===== src/rtl/exc_pkg.sv =====
// Shared definitions for the exception controller: cause codes, commit_exc_vec bit order,
// FSM states and the priority/cause helper functions.
`timescale 1ns/1ps
`ifndef ExceptionCauseWidth
`define ExceptionCauseWidth 5
`endif

package exc_pkg;

    localparam int unsigned EXC_NUM     = 15;
    localparam int unsigned EXC_CAUSE_W = `ExceptionCauseWidth;

    typedef logic [EXC_CAUSE_W-1:0] exc_cause_t;

    localparam exc_cause_t EXCEPTION_INT  = exc_cause_t'(0);
    localparam exc_cause_t EXCEPTION_PIL  = exc_cause_t'(1);
    localparam exc_cause_t EXCEPTION_PIS  = exc_cause_t'(2);
    localparam exc_cause_t EXCEPTION_PIF  = exc_cause_t'(3);
    localparam exc_cause_t EXCEPTION_PME  = exc_cause_t'(4);
    localparam exc_cause_t EXCEPTION_PPI  = exc_cause_t'(5);
    localparam exc_cause_t EXCEPTION_ADEF = exc_cause_t'(6);
    localparam exc_cause_t EXCEPTION_ADEM = exc_cause_t'(7);
    localparam exc_cause_t EXCEPTION_ALE  = exc_cause_t'(8);
    localparam exc_cause_t EXCEPTION_SYS  = exc_cause_t'(9);
    localparam exc_cause_t EXCEPTION_BRK  = exc_cause_t'(10);
    localparam exc_cause_t EXCEPTION_INE  = exc_cause_t'(11);
    localparam exc_cause_t EXCEPTION_IPE  = exc_cause_t'(12);
    localparam exc_cause_t EXCEPTION_FPD  = exc_cause_t'(13);
    localparam exc_cause_t EXCEPTION_FPE  = exc_cause_t'(14);
    localparam exc_cause_t EXCEPTION_TLBR = exc_cause_t'(15);

    // commit_exc_vec bit positions; lower index has higher priority
    localparam int unsigned EXC_IDX_ADEF = 0;
    localparam int unsigned EXC_IDX_TLBR = 1;
    localparam int unsigned EXC_IDX_PIF  = 2;
    localparam int unsigned EXC_IDX_PPI  = 3;
    localparam int unsigned EXC_IDX_INE  = 4;
    localparam int unsigned EXC_IDX_IPE  = 5;
    localparam int unsigned EXC_IDX_SYS  = 6;
    localparam int unsigned EXC_IDX_BRK  = 7;
    localparam int unsigned EXC_IDX_ALE  = 8;
    localparam int unsigned EXC_IDX_ADEM = 9;
    localparam int unsigned EXC_IDX_PIL  = 10;
    localparam int unsigned EXC_IDX_PIS  = 11;
    localparam int unsigned EXC_IDX_PME  = 12;
    localparam int unsigned EXC_IDX_FPD  = 13;
    localparam int unsigned EXC_IDX_FPE  = 14;

    typedef enum logic [1:0] {IDLE, TRAP, RETN, REDIR} exc_state_e;
    typedef enum logic [1:0] {TGT_EENTRY, TGT_TLBR, TGT_ERA} redir_tgt_e;

    function automatic logic [3:0] exc_first(input logic [EXC_NUM-1:0] vec);
        logic [3:0] idx;
        idx = 4'd0;
        for (int i = EXC_NUM - 1; i >= 0; i--) begin
            if (vec[i]) idx = 4'(i);
        end
        return idx;
    endfunction

    function automatic exc_cause_t exc_idx_to_cause(input logic [3:0] idx);
        exc_cause_t c;
        case (idx)
            4'd0:    c = EXCEPTION_ADEF;
            4'd1:    c = EXCEPTION_TLBR;
            4'd2:    c = EXCEPTION_PIF;
            4'd3:    c = EXCEPTION_PPI;
            4'd4:    c = EXCEPTION_INE;
            4'd5:    c = EXCEPTION_IPE;
            4'd6:    c = EXCEPTION_SYS;
            4'd7:    c = EXCEPTION_BRK;
            4'd8:    c = EXCEPTION_ALE;
            4'd9:    c = EXCEPTION_ADEM;
            4'd10:   c = EXCEPTION_PIL;
            4'd11:   c = EXCEPTION_PIS;
            4'd12:   c = EXCEPTION_PME;
            4'd13:   c = EXCEPTION_FPD;
            4'd14:   c = EXCEPTION_FPE;
            default: c = EXCEPTION_INT;
        endcase
        return c;
    endfunction

endpackage


===== src/rtl/exc_timer.sv =====
// TCFG/TVAL countdown timer; raises ti_pend on expiry, cleared through TICLR.
`timescale 1ns/1ps
module exc_timer (
    input  logic        clk,
    input  logic        rst_n,
    input  logic        tcfg_we,
    input  logic [31:0] tcfg_wdata,
    input  logic        ticlr_we,
    input  logic [31:0] ticlr_wdata,
    output logic [31:0] tval,
    output logic        ti_pend
);

    logic [31:2] initval_q;
    logic        periodic_q;
    logic        en_q;
    logic        expire;
    logic        unused_ticlr;

    // A TCFG write in the expiry cycle reloads the counter and suppresses the expiry
    assign expire       = en_q & (tval == 32'd0) & ~tcfg_we;
    assign unused_ticlr = ^ticlr_wdata[31:1];

    always_ff @(posedge clk or negedge rst_n) begin
        if (!rst_n) begin
            initval_q  <= '0;
            periodic_q <= 1'b0;
            en_q       <= 1'b0;
            tval       <= '0;
            ti_pend    <= 1'b0;
        end else begin
            if (tcfg_we) begin
                initval_q  <= tcfg_wdata[31:2];
                periodic_q <= tcfg_wdata[1];
                en_q       <= tcfg_wdata[0];
                tval       <= {tcfg_wdata[31:2], 2'b00};
            end else if (en_q) begin
                if (tval == 32'd0) begin
                    if (periodic_q) begin
                        tval <= {initval_q, 2'b00};
                    end else begin
                        en_q <= 1'b0;
                    end
                end else begin
                    tval <= tval - 32'd1;
                end
            end

            if (expire) begin
                ti_pend <= 1'b1;
            end else if (ticlr_we && ticlr_wdata[0]) begin
                ti_pend <= 1'b0;
            end
        end
    end

endmodule


===== src/rtl/exc_ctrl.sv =====
// Exception/interrupt controller: arbitrates each commit, strobes the CSR file, flushes and
// redirects the frontend. Timer is built only when EXC_TIMER_EN is defined.
`timescale 1ns/1ps
module exc_ctrl
    import exc_pkg::*;
#(
    parameter int unsigned EXC_VEC_W = 16
) (
    input  logic                            clk,
    input  logic                            rst_n,
    input  logic                            commit_valid,
    output logic                            commit_ready,
    input  logic [31:0]                     commit_pc,
    input  logic [EXC_VEC_W-1:0]            commit_exc_vec,
    input  logic [31:0]                     commit_badv,
    input  logic                            commit_ertn,
    input  logic                            crmd_ie,
    input  logic [12:0]                     ecfg_lie,
    input  logic [1:0]                      estat_sw,
    input  logic [7:0]                      hwi_i,
    input  logic                            ipi_i,
    input  logic [31:0]                     eentry_pc,
    input  logic [31:0]                     tlbrentry_pc,
    input  logic [31:0]                     era_pc,
    input  logic                            tcfg_we,
    input  logic [31:0]                     tcfg_wdata,
    input  logic                            ticlr_we,
    input  logic [31:0]                     ticlr_wdata,
    output logic [31:0]                     tval_o,
    output logic                            is_exception,
    output logic [`ExceptionCauseWidth-1:0] exception_cause,
    output logic [31:0]                     exception_pc,
    output logic [31:0]                     exception_addr,
    output logic                            is_ertn,
    output logic [7:0]                      is_hwi,
    output logic                            is_ti,
    output logic                            is_ipi,
    output logic                            flush,
    output logic                            redirect_valid,
    input  logic                            redirect_ready,
    output logic [31:0]                     redirect_pc
);

    exc_state_e         state_q;
    redir_tgt_e         tgt_q;
    logic               ti_pend;
    logic [12:0]        int_lines;
    logic               int_pend;
    logic [EXC_NUM-1:0] exc_bits;
    logic               exc_any;
    logic [3:0]         exc_idx;
    logic               unused_vec;

    `ifdef EXC_TIMER_EN
    exc_timer u_timer (
        .clk         (clk),
        .rst_n       (rst_n),
        .tcfg_we     (tcfg_we),
        .tcfg_wdata  (tcfg_wdata),
        .ticlr_we    (ticlr_we),
        .ticlr_wdata (ticlr_wdata),
        .tval        (tval_o),
        .ti_pend     (ti_pend)
    );
    `else
    logic unused_timer;
    assign ti_pend      = 1'b0;
    assign tval_o       = '0;
    assign unused_timer = ^{tcfg_we, tcfg_wdata, ticlr_we, ticlr_wdata};
    `endif

    // Bits at and above EXC_NUM carry no cause and never trap
    assign exc_bits   = commit_exc_vec[EXC_NUM-1:0];
    assign unused_vec = ^(commit_exc_vec >> EXC_NUM);
    assign exc_any    = |exc_bits;
    assign exc_idx    = exc_first(exc_bits);
    assign int_lines  = {ipi_i, ti_pend, 1'b0, hwi_i, estat_sw};
    assign int_pend   = crmd_ie & |(int_lines & ecfg_lie);

    // Target is read live in REDIR so ERTN sees ERA after the CSR update
    always_comb begin
        redirect_pc = '0;
        if (state_q == REDIR) begin
            unique case (tgt_q)
                TGT_TLBR: redirect_pc = tlbrentry_pc;
                TGT_ERA:  redirect_pc = era_pc;
                default:  redirect_pc = eentry_pc;
            endcase
        end
    end

    always_ff @(posedge clk or negedge rst_n) begin
        if (!rst_n) begin
            state_q         <= IDLE;
            tgt_q           <= TGT_EENTRY;
            commit_ready    <= 1'b1;
            is_exception    <= 1'b0;
            exception_cause <= '0;
            exception_pc    <= '0;
            exception_addr  <= '0;
            is_ertn         <= 1'b0;
            flush           <= 1'b0;
            redirect_valid  <= 1'b0;
            is_hwi          <= '0;
            is_ti           <= 1'b0;
            is_ipi          <= 1'b0;
        end else begin
            is_exception    <= 1'b0;
            is_ertn         <= 1'b0;
            flush           <= 1'b0;
            exception_cause <= '0;
            exception_pc    <= '0;
            exception_addr  <= '0;
            is_hwi          <= hwi_i;
            is_ti           <= ti_pend;
            is_ipi          <= ipi_i;

            unique case (state_q)
                IDLE: begin
                    if (commit_valid && commit_ready) begin
                        if (int_pend || exc_any) begin
                            state_q         <= TRAP;
                            commit_ready    <= 1'b0;
                            is_exception    <= 1'b1;
                            flush           <= 1'b1;
                            exception_cause <= int_pend ? EXCEPTION_INT
                                                        : exc_idx_to_cause(exc_idx);
                            exception_pc    <= commit_pc;
                            exception_addr  <= commit_badv;
                            tgt_q           <= (!int_pend && exc_idx == 4'(EXC_IDX_TLBR))
                                               ? TGT_TLBR : TGT_EENTRY;
                        end else if (commit_ertn) begin
                            state_q      <= RETN;
                            commit_ready <= 1'b0;
                            is_ertn      <= 1'b1;
                            flush        <= 1'b1;
                            tgt_q        <= TGT_ERA;
                        end
                    end
                end
                TRAP, RETN: begin
                    state_q        <= REDIR;
                    redirect_valid <= 1'b1;
                end
                REDIR: begin
                    if (redirect_ready) begin
                        state_q        <= IDLE;
                        redirect_valid <= 1'b0;
                        commit_ready   <= 1'b1;
                    end
                end
                default: begin
                    state_q        <= IDLE;
                    redirect_valid <= 1'b0;
                    commit_ready   <= 1'b1;
                end
            endcase
        end
    end

endmodule


===== config.mk =====
export PLATFORM = sky130hd
export DESIGN_NAME = exc_ctrl
export DESIGN_NICKNAME = d
export VERILOG_FILES = /design/src/rtl/exc_pkg.sv /design/src/rtl/exc_timer.sv /design/src/rtl/exc_ctrl.sv
export SDC_FILE = /design/constraint.sdc
export NUM_CORES = 1
export LEC_CHECK = 0
export CORE_AREA = 5 5 160 162
export CTS_BUF_LIST = sky130_fd_sc_hd__clkbuf_4 sky130_fd_sc_hd__clkbuf_8
export CTS_CLUSTER_SIZE = 12
export DETAILED_ROUTE_END_ITERATION = 10
export DIE_AREA = 0 0 165 167
export PLACE_DENSITY = 0.54
export SLEW_MARGIN = 30
export SYNTH_ARGS = -nofsm -noshare
export SYNTH_HDL_FRONTEND = slang
export SYNTH_HIERARCHICAL = 1
export SYNTH_SLANG_ARGS = --single-unit

===== constraint.sdc =====
create_clock -name clk -period 1.7 [get_ports clk]
set_input_delay 0.255 -clock clk [delete_from_list [all_inputs] [get_ports clk]]
set_output_delay 0.255 -clock clk [all_outputs]
set_load 0.05 [all_outputs]

==> results of run 1 <==
==> per-layer routing <==
layer  vias to the layer above  wire (um)
met3                        19       1600
met2                       193       9730
met5                         -          0
met4                         0        328
li1                       2194          -
met1                      2115       6940
==> registers in the layout, indices dropped and copies added (netlist names), 2 cells and up <==
| register | count |
|---|---|
| tgt_q | 2 |
| exception_pc | 32 |
| state_q | 2 |
| exception_cause | 4 |
| exception_addr | 32 |
| is_hwi | 8 |
==> area by class of cell <==
type	count	area (um2)
Clock inverter	6	76.3
Fill cell	2350	14500
Timing Repair Buffer	398	4220
Tap cell	324	405
Sequential cell	86	2150
Inverter	13	48.8
Multi-Input combinational cell	318	2390
Clock buffer	10	131
==> synthesized netlist by cell type, types with 2 or more instances <==
library cell / n
o21ai_2: 2
and2_1: 96
buf_6: 5
a311oi_1: 2
nand3_1: 5
nand2_1: 45
nor3_1: 3
nor2b_1: 2
dfrtp_1: 85
o21ai_0: 33
nor2_1: 8
clkbuf_1: 19
o22ai_1: 2
mux2i_1: 2
buf_4: 34
a22oi_1: 34
ha_1: 10
a21oi_1: 10
or3_1: 2
inv_1: 13
nor4_1: 4
==> where the power goes <==
| part | internal (mW) | switching (mW) |
|---|---|---|
| combinational | 4.62 | 5.03 |
| clock | 0.722 | 0.804 |
| sequential | 2.34 | 0.132 |
| total | 7.68 | 5.97 |
==> cell families (layout without fill, tap and decap cells) <==
| kind of cell | count (synthesis) | count (layout) | synth area share |
|---|---|---|---|
| AO/OA/AOI/OAI | 98 | 98 | 0.149 |
| multiplexers | 2 | 2 | 0.00460 |
| flip-flops | 86 | 86 | 0.494 |
| buffers and inverters | 71 | 427 | 0.0991 |
| other | 1 | 34 | 0.000861 |
| adder cells (fa/ha/maj) | 10 | 10 | 0.0287 |
| AND/OR/NAND/NOR | 174 | 174 | 0.224 |
==> worst max-delay path by stage <==
| stage | start | endpoint | slack [ns] | cells past startpoint |
|---|---|---|---|---|
| after global placement | commit_exc_vec[12] | exception_cause[1]$_DFF_PN0_ | -0.70 | 10 |
| after global routing | tgt_q[1]$_DFFE_PN0P_ | redirect_pc[17] | -0.48 | 7 |
| final | tgt_q[1]$_DFFE_PN0P_ | redirect_pc[17] | -0.38 | 7 |
| after floorplan | commit_exc_vec[12] | exception_cause[0]$_DFF_PN0_ | -0.05 | 9 |
| after detailed placement | commit_exc_vec[12] | exception_cause[0]$_DFF_PN0_ | -0.81 | 12 |
| after CTS | tgt_q[0]$_DFFE_PN0P_ | redirect_pc[4] | -0.43 | 7 |
==> what timing repair did <==
item,4_1_cts,5_1_grt
cloned,6,6
endpoints found under the setup margin,107,75
hold buffers,1,0
hold endpoints to repair,28,0
buffers inserted,11,3
pin swaps,27,23
resized for setup,110,112
==> critical path, stage by stage (launching register included) <==
cell and delay (ns):
dfrtp_1 0.43, ha_4 0.32, buf_12 0.14, clkbuf_16 0.16
nand2_2 0.04, o21ai_1 0.08, and2_4 0.17, buf_12 0.13
==> metrics by stage <==
step	setup TNS [ns]	area (um2)	hold slack, ns	worst slack [ns]
floorplan	-0.0919	4600	-0.0406	-0.0477
global placement	-45.28	8440	0.247	-0.699
detailed placement	-45.76	8440	0.247	-0.807
CTS	-12.98	9060	0.130	-0.431
global route	-14.46	9420	0.0387	-0.476
finish	-10.91	9420	0.0657	-0.383
==> metrics.txt, run 1 <==
status=finished, violations left; failing checks=setup timing; period utilization=1.23; sequential-to-total area share from yosys stat=0.494; max-slew violations=0; HPWL Detailed=~14000 um; R2R Setup Slk=approximately 0.14 ns; maxcap violations=0; GRT Total Usage=0.124; maximum clock path buffer count=2; Synth Flop Type=dfrtp_1; register bit total from synthesis=86; Initial DRT Pass Iterations=4; critical path type=reg2out; GRT busiest layer=met2; setup violators final=32; largest net degree at the start of global routing=36; Worst EP required=~1.4 ns; Setup WS post-layout=-0.383 ns; Die Span X=roughly 170 um; WL/cell=roughly 16 um; diode count=0; WHS Path Cells=1; Final ANT Viol Nets=0; clk slew on worst S/H paths=around 0.09 ns; met3 Use GR=0.0435; DIE AREA=roughly 28000 um2; worst reg2reg startpoint=state_q[0]$_DFFE_PN0P_; Placed Cells incl. Taps=roughly 1100; fin cells=1155; crit path max fanout=7; clock sink total=between 80 and 90; first-pass GRT wire length=between 20000 and 30000 um; most frequent cells in the layout=168 x clkdlybuf4s50_1, 132 x buf_4, 85 x dfrtp_1; Worst-Skew Late Latency=0.36 ns; Layout area overhead=116%; Static Leak=around 4.3 nW; io pins=420; routing usage on met1=0.141; Reg-to-Reg End=state_q[0]$_DFFE_PN0P_; Hold WC Path Type=in2reg; Via density=about 3.9; Synth top area share=0.488; Cell variety after synth=47; final core utilization=0.393; total wire length=around 19000 um; Pwr Density=1450 nW/um2; Worst VDD drop=around 680 uV; Synth area leader=dfrtp_1; # DRC=0; initial core utilization=0.182; GRT overflow=0; Fmax=a little under 500 MHz; R2R depth=6; Die Y=approximately 170 um; hold path startpoint=hwi_i[5]; total core area=approximately 24000 um2; crit path DAT=1.83 ns; # rows=57; CTS root buf=clkbuf_8; H-tree depth=3; initial antenna violation count=0; # nets final=roughly 1100; Post-synth EDFFs=0; Mapped Cells=~440; met2 Resource Use GR=0.221; layout cells sized above 1=0.419; RSZ-0062 raised after global routing=true; Worst setup SP type=flip-flop; final critical-path required period=between 2 and 2.5 ns; commonest non-fill, non-tap cell in the layout=clkdlybuf4s50_1; total number of vias=around 4500; cell area after synthesis=4360 um2; vias in the first global route=between 4000 and 5000; # port buffers=316; Tot Pwr=about 14 mW; ys async rst share=1.00; Ys Warns=6; Hold Vio Cnt, Final=0; top cells by area, synth=dfrtp_1 49%, and2_1 14%, a22oi_1 5.9%; CTS tree=built; Critical Path End Type=output pin; CTS buffer count=9; DRT iter0 DRCs=120; WHS Endpoint=is_hwi[5]$_DFF_PN0_; worst clock skew=between 0.006 and 0.007 ns; Synth Area per Inst=9.86 um2; RePlAce Congestion=around 0.80
Power figures use the tool's default switching activity.
==> inputs of run 2 (changes only) <==
--- a/config.mk
+++ b/config.mk
@@ -10,6 +10,7 @@
 export CTS_CLUSTER_SIZE = 12
 export DETAILED_ROUTE_END_ITERATION = 10
 export DIE_AREA = 0 0 165 167
+export GPL_TIMING_DRIVEN = 0
 export PLACE_DENSITY = 0.54
 export SLEW_MARGIN = 30
 export SYNTH_ARGS = -nofsm -noshare
==> metrics.txt, run 2 (synthesized netlist as in run 1, its figures left out) <==
Pwr Density=1370 nW/um2 (was 1450 nW/um2); total number of vias=4463 (was 4521); total core area=24000 um2 (unchanged); Worst EP required=1.44 ns (about the same); top flop regs=exception_addr x32, exception_pc x32, is_hwi x8 (unchanged); Final ANT Viol Nets=0 (unchanged); HPWL Detailed=14400 um (was 14300 um); layout cells sized above 1=0.310 (was 0.419); GRT overflow=0 (unchanged); WHS Path Cells=1 (unchanged); Gate power share=0.672 (was 0.707); Reg-to-Reg End=exception_addr[24]$_DFF_PN0_ (was state_q[0]$_DFFE_PN0P_); Worst setup SP type=flip-flop (unchanged); initial core utilization=0.182 (unchanged); clock share of power=0.134 (was 0.112); max-slew violations=0 (unchanged); io pins=420 (unchanged); R2R depth=7 (was 6); hold path startpoint=hwi_i[6] (was hwi_i[5]); CTS root buf=clkbuf_8 (unchanged); # rows=57 (unchanged); Hold WC Path Type=in2reg (unchanged); initial antenna violation count=2 (was 0); Initial DRT Pass Iterations=4 (unchanged); Slew Limit Headroom=0.615; DRT iter0 DRCs=200 (was 120); WHS Endpoint=is_hwi[6]$_DFF_PN0_ (was is_hwi[5]$_DFF_PN0_); Internal=6.98 mW (was 7.68 mW); diode count=0 (unchanged); maximum clock path buffer count=2 (unchanged); RSZ-0062 raised after global routing=true (unchanged); crit path DAT=1.86 ns (was 1.83 ns); clk slew on worst S/H paths=0.09 ns (about the same); CTS buffer count=9 (unchanged); Fmax=474 MHz (was 480 MHz); clock sink total=86 (unchanged); Worst-Skew Late Latency=0.37 ns (was 0.36 ns); largest net degree at the start of global routing=51 (was 36); # nets final=1112 (was 1108); Worst VDD drop=599 uV (was 684 uV); worst reg2reg startpoint=state_q[1]$_DFFE_PN0P_ (was state_q[0]$_DFFE_PN0P_); Setup WS post-layout=-0.410 ns (was -0.383 ns); Hold Vio Cnt, Final=0 (unchanged); switching power=5.62 mW (was 5.97 mW); Die Y=167 um (unchanged); status=finished, violations left (unchanged); final core utilization=0.384 (was 0.393); commonest non-fill, non-tap cell in the layout=clkdlybuf4s50_1 (unchanged); Post-Place Worst Slack=-1.13 ns (was -0.807 ns); # port buffers=316 (unchanged); final critical-path required period=2.11 ns (was 2.08 ns); Die Span X=165 um (unchanged); Slew @ Worst Pin=just under 0.6 ns; GRT Total Usage=0.125 (was 0.124); worst clock skew=0.0102 ns (was 0.00604 ns); Critical Path End Type=output pin (unchanged); Via density=3.85 (was 3.91); period utilization=1.24 (was 1.23); RePlAce Congestion=0.763 (was 0.803); most frequent cells in the layout=176 x clkdlybuf4s50_1, 87 x dlygate4sd2_1, 85 x dfrtp_1 (was 168 x clkdlybuf4s50_1, 132 x buf_4, 85 x dfrtp_1); Sw Ratio=0.446 (was 0.437); R2R Setup Slk=0.15 ns (was 0.14 ns); failing checks=setup timing (unchanged); Static Leak=4.46 nW (was 4.34 nW); Tot Pwr=12.6 mW (was 13.6 mW); critical path type=reg2out (unchanged); DIE AREA=27600 um2 (unchanged); vias in the first global route=4447 (was 4652); final setup TNS=-11.05 ns (was -10.91 ns); first-pass GRT wire length=26400 um (was 26600 um); maxcap violations=0 (unchanged); share of power burned in registers=0.194 (was 0.181); crit path max fanout=6 (was 7); WL/cell=15.8 um (was 16.1 um); H-tree depth=3 (unchanged); # DRC=0 (unchanged); total wire length=18300 um (was 18600 um); hold slack=0.0433 ns (was 0.0657 ns); CTS tree=built (unchanged); setup violators final=32 (unchanged); Layout area overhead=111% (was 116%)
[run 2: cell types whose count changed in the layout (fill, tap and decap cells not counted), sizes merged]
cell and change:
buf -84, dlygate4sd2 +74, clkbuf +10, clkdlybuf4s50 +8, clkdlybuf4s15 -3, clkinvlp -2, bufinv +1, clkinv +1
inv -1
[run 2: power groups by stage]
stage / clock network, mW / registers, mW / logic, mW
3_5_place_dp: 0 / 2.49 / 6.56
3_3_place_gp: 0 / 2.48 / 6.55
5_1_grt: 1.85 / 2.48 / 9.03
4_1_cts: 1.78 / 2.45 / 7.95
2_1_floorplan: 0 / 3.33 / 3.42
6_report: 1.69 / 2.45 / 8.46
[run 2: through the flow]
stage / instances / cell area (um2)
CTS: 1153 / 8970
global route: 1159 / 9210
detailed placement: 1116 / 8200
finish: 1159 / 9210
floorplan: 475 / 4600
global placement: 1115 / 8170
[run 2: what timing repair did]
action,4_1_cts,5_1_grt
gates resized for setup,481,90
setup endpoints to repair,188,101
buffers inserted,17,6
cloned,5,1
hold buffers,1,0
pin swaps,21,23
hold endpoints to repair,36,0
[run 2: worst max path at each step]
stage	endpoint	start	cells past startpoint
final	redirect_pc[6]	tgt_q[0]$_DFFE_PN0P_	7
after global routing	redirect_pc[6]	tgt_q[0]$_DFFE_PN0P_	7
after CTS	redirect_pc[6]	tgt_q[0]$_DFFE_PN0P_	7
after detailed placement	redirect_pc[6]	tgt_q[0]$_DFFE_PN0P_	7
after global placement	flush$_DFF_PN0_	rst_n	1
after floorplan	exception_cause[0]$_DFF_PN0_	commit_exc_vec[12]	9
[run 2: worst max-delay path, stage by stage, from the launching register on]
cell	delay, ns
dfrtp_1	0.40
buf_6	0.12
ha_4	0.20
clkbuf_16	0.17
a22oi_2	0.21
o21ai_1	0.08
and2_4	0.16
buf_6	0.14
[run 2: routing by layer]
layer	track usage	wire [um]	vias to the layer above
met4	0.0271	171	4
met3	0.0462	1770	13
li1	-	-	2201
met5	0	19	-
met1	0.139	6740	2072
met2	0.225	9620	173
[run 2: final cells by class]
cell class | count | area (um2)
Fill cell | 2388 | 14800
Clock inverter | 5 | 88.8
Timing Repair Buffer | 346 | 3470
Multi-Input combinational cell | 318 | 2360
Sequential cell | 86 | 2150
Buffer | 56 | 536
Clock buffer | 11 | 145
Tap cell | 324 | 405
Inverter | 13 | 48.8
==> inputs of run 3 (changes only) <==
--- a/config.mk
+++ b/config.mk
@@ -5,13 +5,14 @@
 export SDC_FILE = /design/constraint.sdc
 export NUM_CORES = 1
 export LEC_CHECK = 0
-export CORE_AREA = 5 5 160 162
+export CORE_AREA = 2 2 162 164
 export CTS_BUF_LIST = sky130_fd_sc_hd__clkbuf_4 sky130_fd_sc_hd__clkbuf_8
 export CTS_CLUSTER_SIZE = 12
 export DETAILED_ROUTE_END_ITERATION = 10
-export DIE_AREA = 0 0 165 167
+export DIE_AREA = 0 0 164 166
 export GPL_TIMING_DRIVEN = 0
-export PLACE_DENSITY = 0.54
+export PLACE_DENSITY = 0.51
+export SKIP_LAST_GASP = 1
 export SLEW_MARGIN = 30
 export SYNTH_ARGS = -nofsm -noshare
 export SYNTH_HDL_FRONTEND = slang
==> metrics.txt, run 3 (synthesized netlist as in run 1, its figures left out) <==
commonest non-fill, non-tap cell in the layout=clkdlybuf4s50_1 (unchanged); Worst EP required=1.44 ns (about the same); max-slew violations=0 (unchanged); diode count=0 (unchanged); CTS root buf=clkbuf_8 (unchanged); crit path DAT=1.90 ns (was 1.86 ns); period utilization=1.27 (was 1.24); Die Y=166 um (was 167 um); R2R depth=8 (was 7); RSZ-0062 raised after global routing=true (unchanged); clock sink total=86 (unchanged); total number of vias=4555 (was 4463); FILL cells=2655 (was 2388); # nets final=1120 (was 1112); GRT Total Usage=0.120 (was 0.125); top flop regs=exception_addr x32, exception_pc x32, is_hwi x8 (unchanged); CTS tree=built (unchanged); DIE AREA=27200 um2 (was 27600 um2); CP top delay family=buffers and inverters (unchanged); clk slew on worst S/H paths=0.10 ns (was 0.09 ns); hold slack=0.118 ns (was 0.0433 ns); Critical Path End Type=output pin (unchanged); total core area=25600 um2 (was 24000 um2); CTS buffer count=9 (unchanged); Via density=3.87 (was 3.85); WHS Path Cells=1 (unchanged); largest net degree at the start of global routing=55 (was 51); vias in the first global route=4470 (was 4447); Hold WC Path Type=in2reg (unchanged); H-tree depth=3 (unchanged); crit path cell chain=buf_4, ha_4, clkbuf_16, a22oi_2, o21ai_1, and2_4, buf_6 (was buf_6, ha_4, clkbuf_16, a22oi_2, o21ai_1, and2_4, buf_6); failing checks=setup timing (unchanged); Final ANT Viol Nets=0 (unchanged); total wire length=18000 um (was 18300 um); Slew @ Worst Pin=0.575 ns (was 0.580 ns); # DRC=0 (unchanged); Pwr Density=1330 nW/um2 (was 1370 nW/um2); Storage cell area=2150 um2 (unchanged); first-pass GRT wire length=24900 um (was 26400 um); HPWL Detailed=13400 um (was 14400 um); hold path startpoint=hwi_i[7] (was hwi_i[6]); R2R Setup Slk=0.06 ns (was 0.15 ns); WL/cell=15.3 um (was 15.8 um); RePlAce Congestion=0.773 (was 0.763); Static Leak=4.49 nW (was 4.46 nW); critical path type=reg2out (unchanged); setup violators final=33 (was 32); maximum clock path buffer count=2 (unchanged); final critical-path required period=2.16 ns (was 2.11 ns); Initial DRT Pass Iterations=4 (unchanged); worst reg2reg startpoint=state_q[1]$_DFFE_PN0P_ (unchanged); # rows=59 (was 57); layout cells sized above 1=0.331 (was 0.310); Worst-Skew Late Latency=0.37 ns (about the same); Layout area overhead=113% (was 111%); final setup TNS=-12.79 ns (was -11.05 ns); Setup WS post-layout=-0.455 ns (was -0.410 ns); most frequent cells in the layout=177 x clkdlybuf4s50_1, 90 x dlygate4sd2_1, 85 x dfrtp_1 (was 176 x clkdlybuf4s50_1, 87 x dlygate4sd2_1, 85 x dfrtp_1); Worst Path Buf+Inv=3 (unchanged); DRT iter0 DRCs=101 (was 200); delay of the slowest critical-path stage=0.40 ns (about the same); initial core utilization=0.170 (was 0.182); crit path max fanout=6 (unchanged); Worst VDD drop=897 uV (was 599 uV); Slew Limit Headroom=0.619 (was 0.615); status=finished, violations left (unchanged); io pins=420 (unchanged); worst clock skew=0.00890 ns (was 0.0102 ns); Die Span X=164 um (was 165 um); Multi-input gate area=2360 um2 (about the same); # port buffers=316 (unchanged); Worst setup SP type=flip-flop (unchanged); GRT overflow=0 (unchanged); WHS Endpoint=is_hwi[7]$_DFF_PN0_ (was is_hwi[6]$_DFF_PN0_); Fmax=464 MHz (was 474 MHz); initial antenna violation count=0 (was 2); Reg-to-Reg End=exception_addr[15]$_DFF_PN0_ (was exception_addr[24]$_DFF_PN0_); CP max-delay cell=dfrtp_1 (unchanged); Hold Vio Cnt, Final=0 (unchanged); maxcap violations=0 (unchanged)
run 3: layout make-up:
type,count,share of cell area
clock buffer,10,0.0149
multi-input combinational,318,0.255
timing repair buffer,354,0.379
inverter,13,0.00581
buffer,56,0.0615
tap,335,0.0453
clock inverter,6,0.00568
sequential,86,0.233
run 3: metrics by stage:
stage	power, mW	utilization	area [um2]	std cells	setup slack (ns)
after floorplan	6.75	-	4600	475	-0.0477
final	12.3	0.361	9260	1178	-0.455
after CTS	11.3	0.342	8760	1154	-0.473
after detailed placement	9.08	0.321	8220	1127	-1.29
after global routing	13.1	0.361	9260	1178	-0.543
after global placement	9.06	0.320	8190	1126	-3.03
run 3: power breakdown:
| part | total (mW) | internal, mW | leakage (nW) | switching (mW) |
|---|---|---|---|---|
| clock network | 1.43 | 0.594 | 0.0914 | 0.840 |
| logic | 8.44 | 3.76 | 3.24 | 4.69 |
| registers | 2.45 | 2.33 | 1.15 | 0.117 |
| total | 12.3 | 6.68 | 4.49 | 5.64 |
run 3: timing repair:
action / 4_1_cts / 5_1_grt
pin swaps: 14 / 42
hold buffers: 1 / 0
endpoints found under the setup margin: 187 / 85
gates resized for setup: 425 / 146
cloned: 2 / 6
buffers inserted: 10 / 20
hold endpoints to repair: 32 / 0
run 3: worst reg2reg max path: cells and delay by family (launching register included):
kind / cells / cell delay, ns
DFF: 1 / 0.42
adders and majority gates: 1 / 0.17
AOI/OAI and AO/OA: 1 / 0.27
and+or+nand+nor: 2 / 0.23
buffers and inverters: 4 / 0.51
run 3: worst max-delay path by stage:
stage                          from                            to  slack (ns)  cells after the start
6_report       tgt_q[0]$_DFFE_PN0P_               redirect_pc[21]       -0.46                      7
5_1_grt        tgt_q[0]$_DFFE_PN0P_               redirect_pc[21]       -0.54                      7
4_1_cts        tgt_q[0]$_DFFE_PN0P_               redirect_pc[17]       -0.47                      7
3_5_place_dp   tgt_q[1]$_DFFE_PN0P_               redirect_pc[17]       -1.29                      7
3_3_place_gp                  rst_n  exception_cause[2]$_DFF_PN0_       -3.03                      1
2_1_floorplan    commit_exc_vec[12]  exception_cause[0]$_DFF_PN0_       -0.05                      9
run 3: metal layers:
metal	up-vias	global-route usage	wire, um
li1	2219	-	-
met1	2079	0.117	6170
met2	240	0.216	9190
met3	17	0.0652	2350
met4	0	0.0385	273
met5	-	0	0
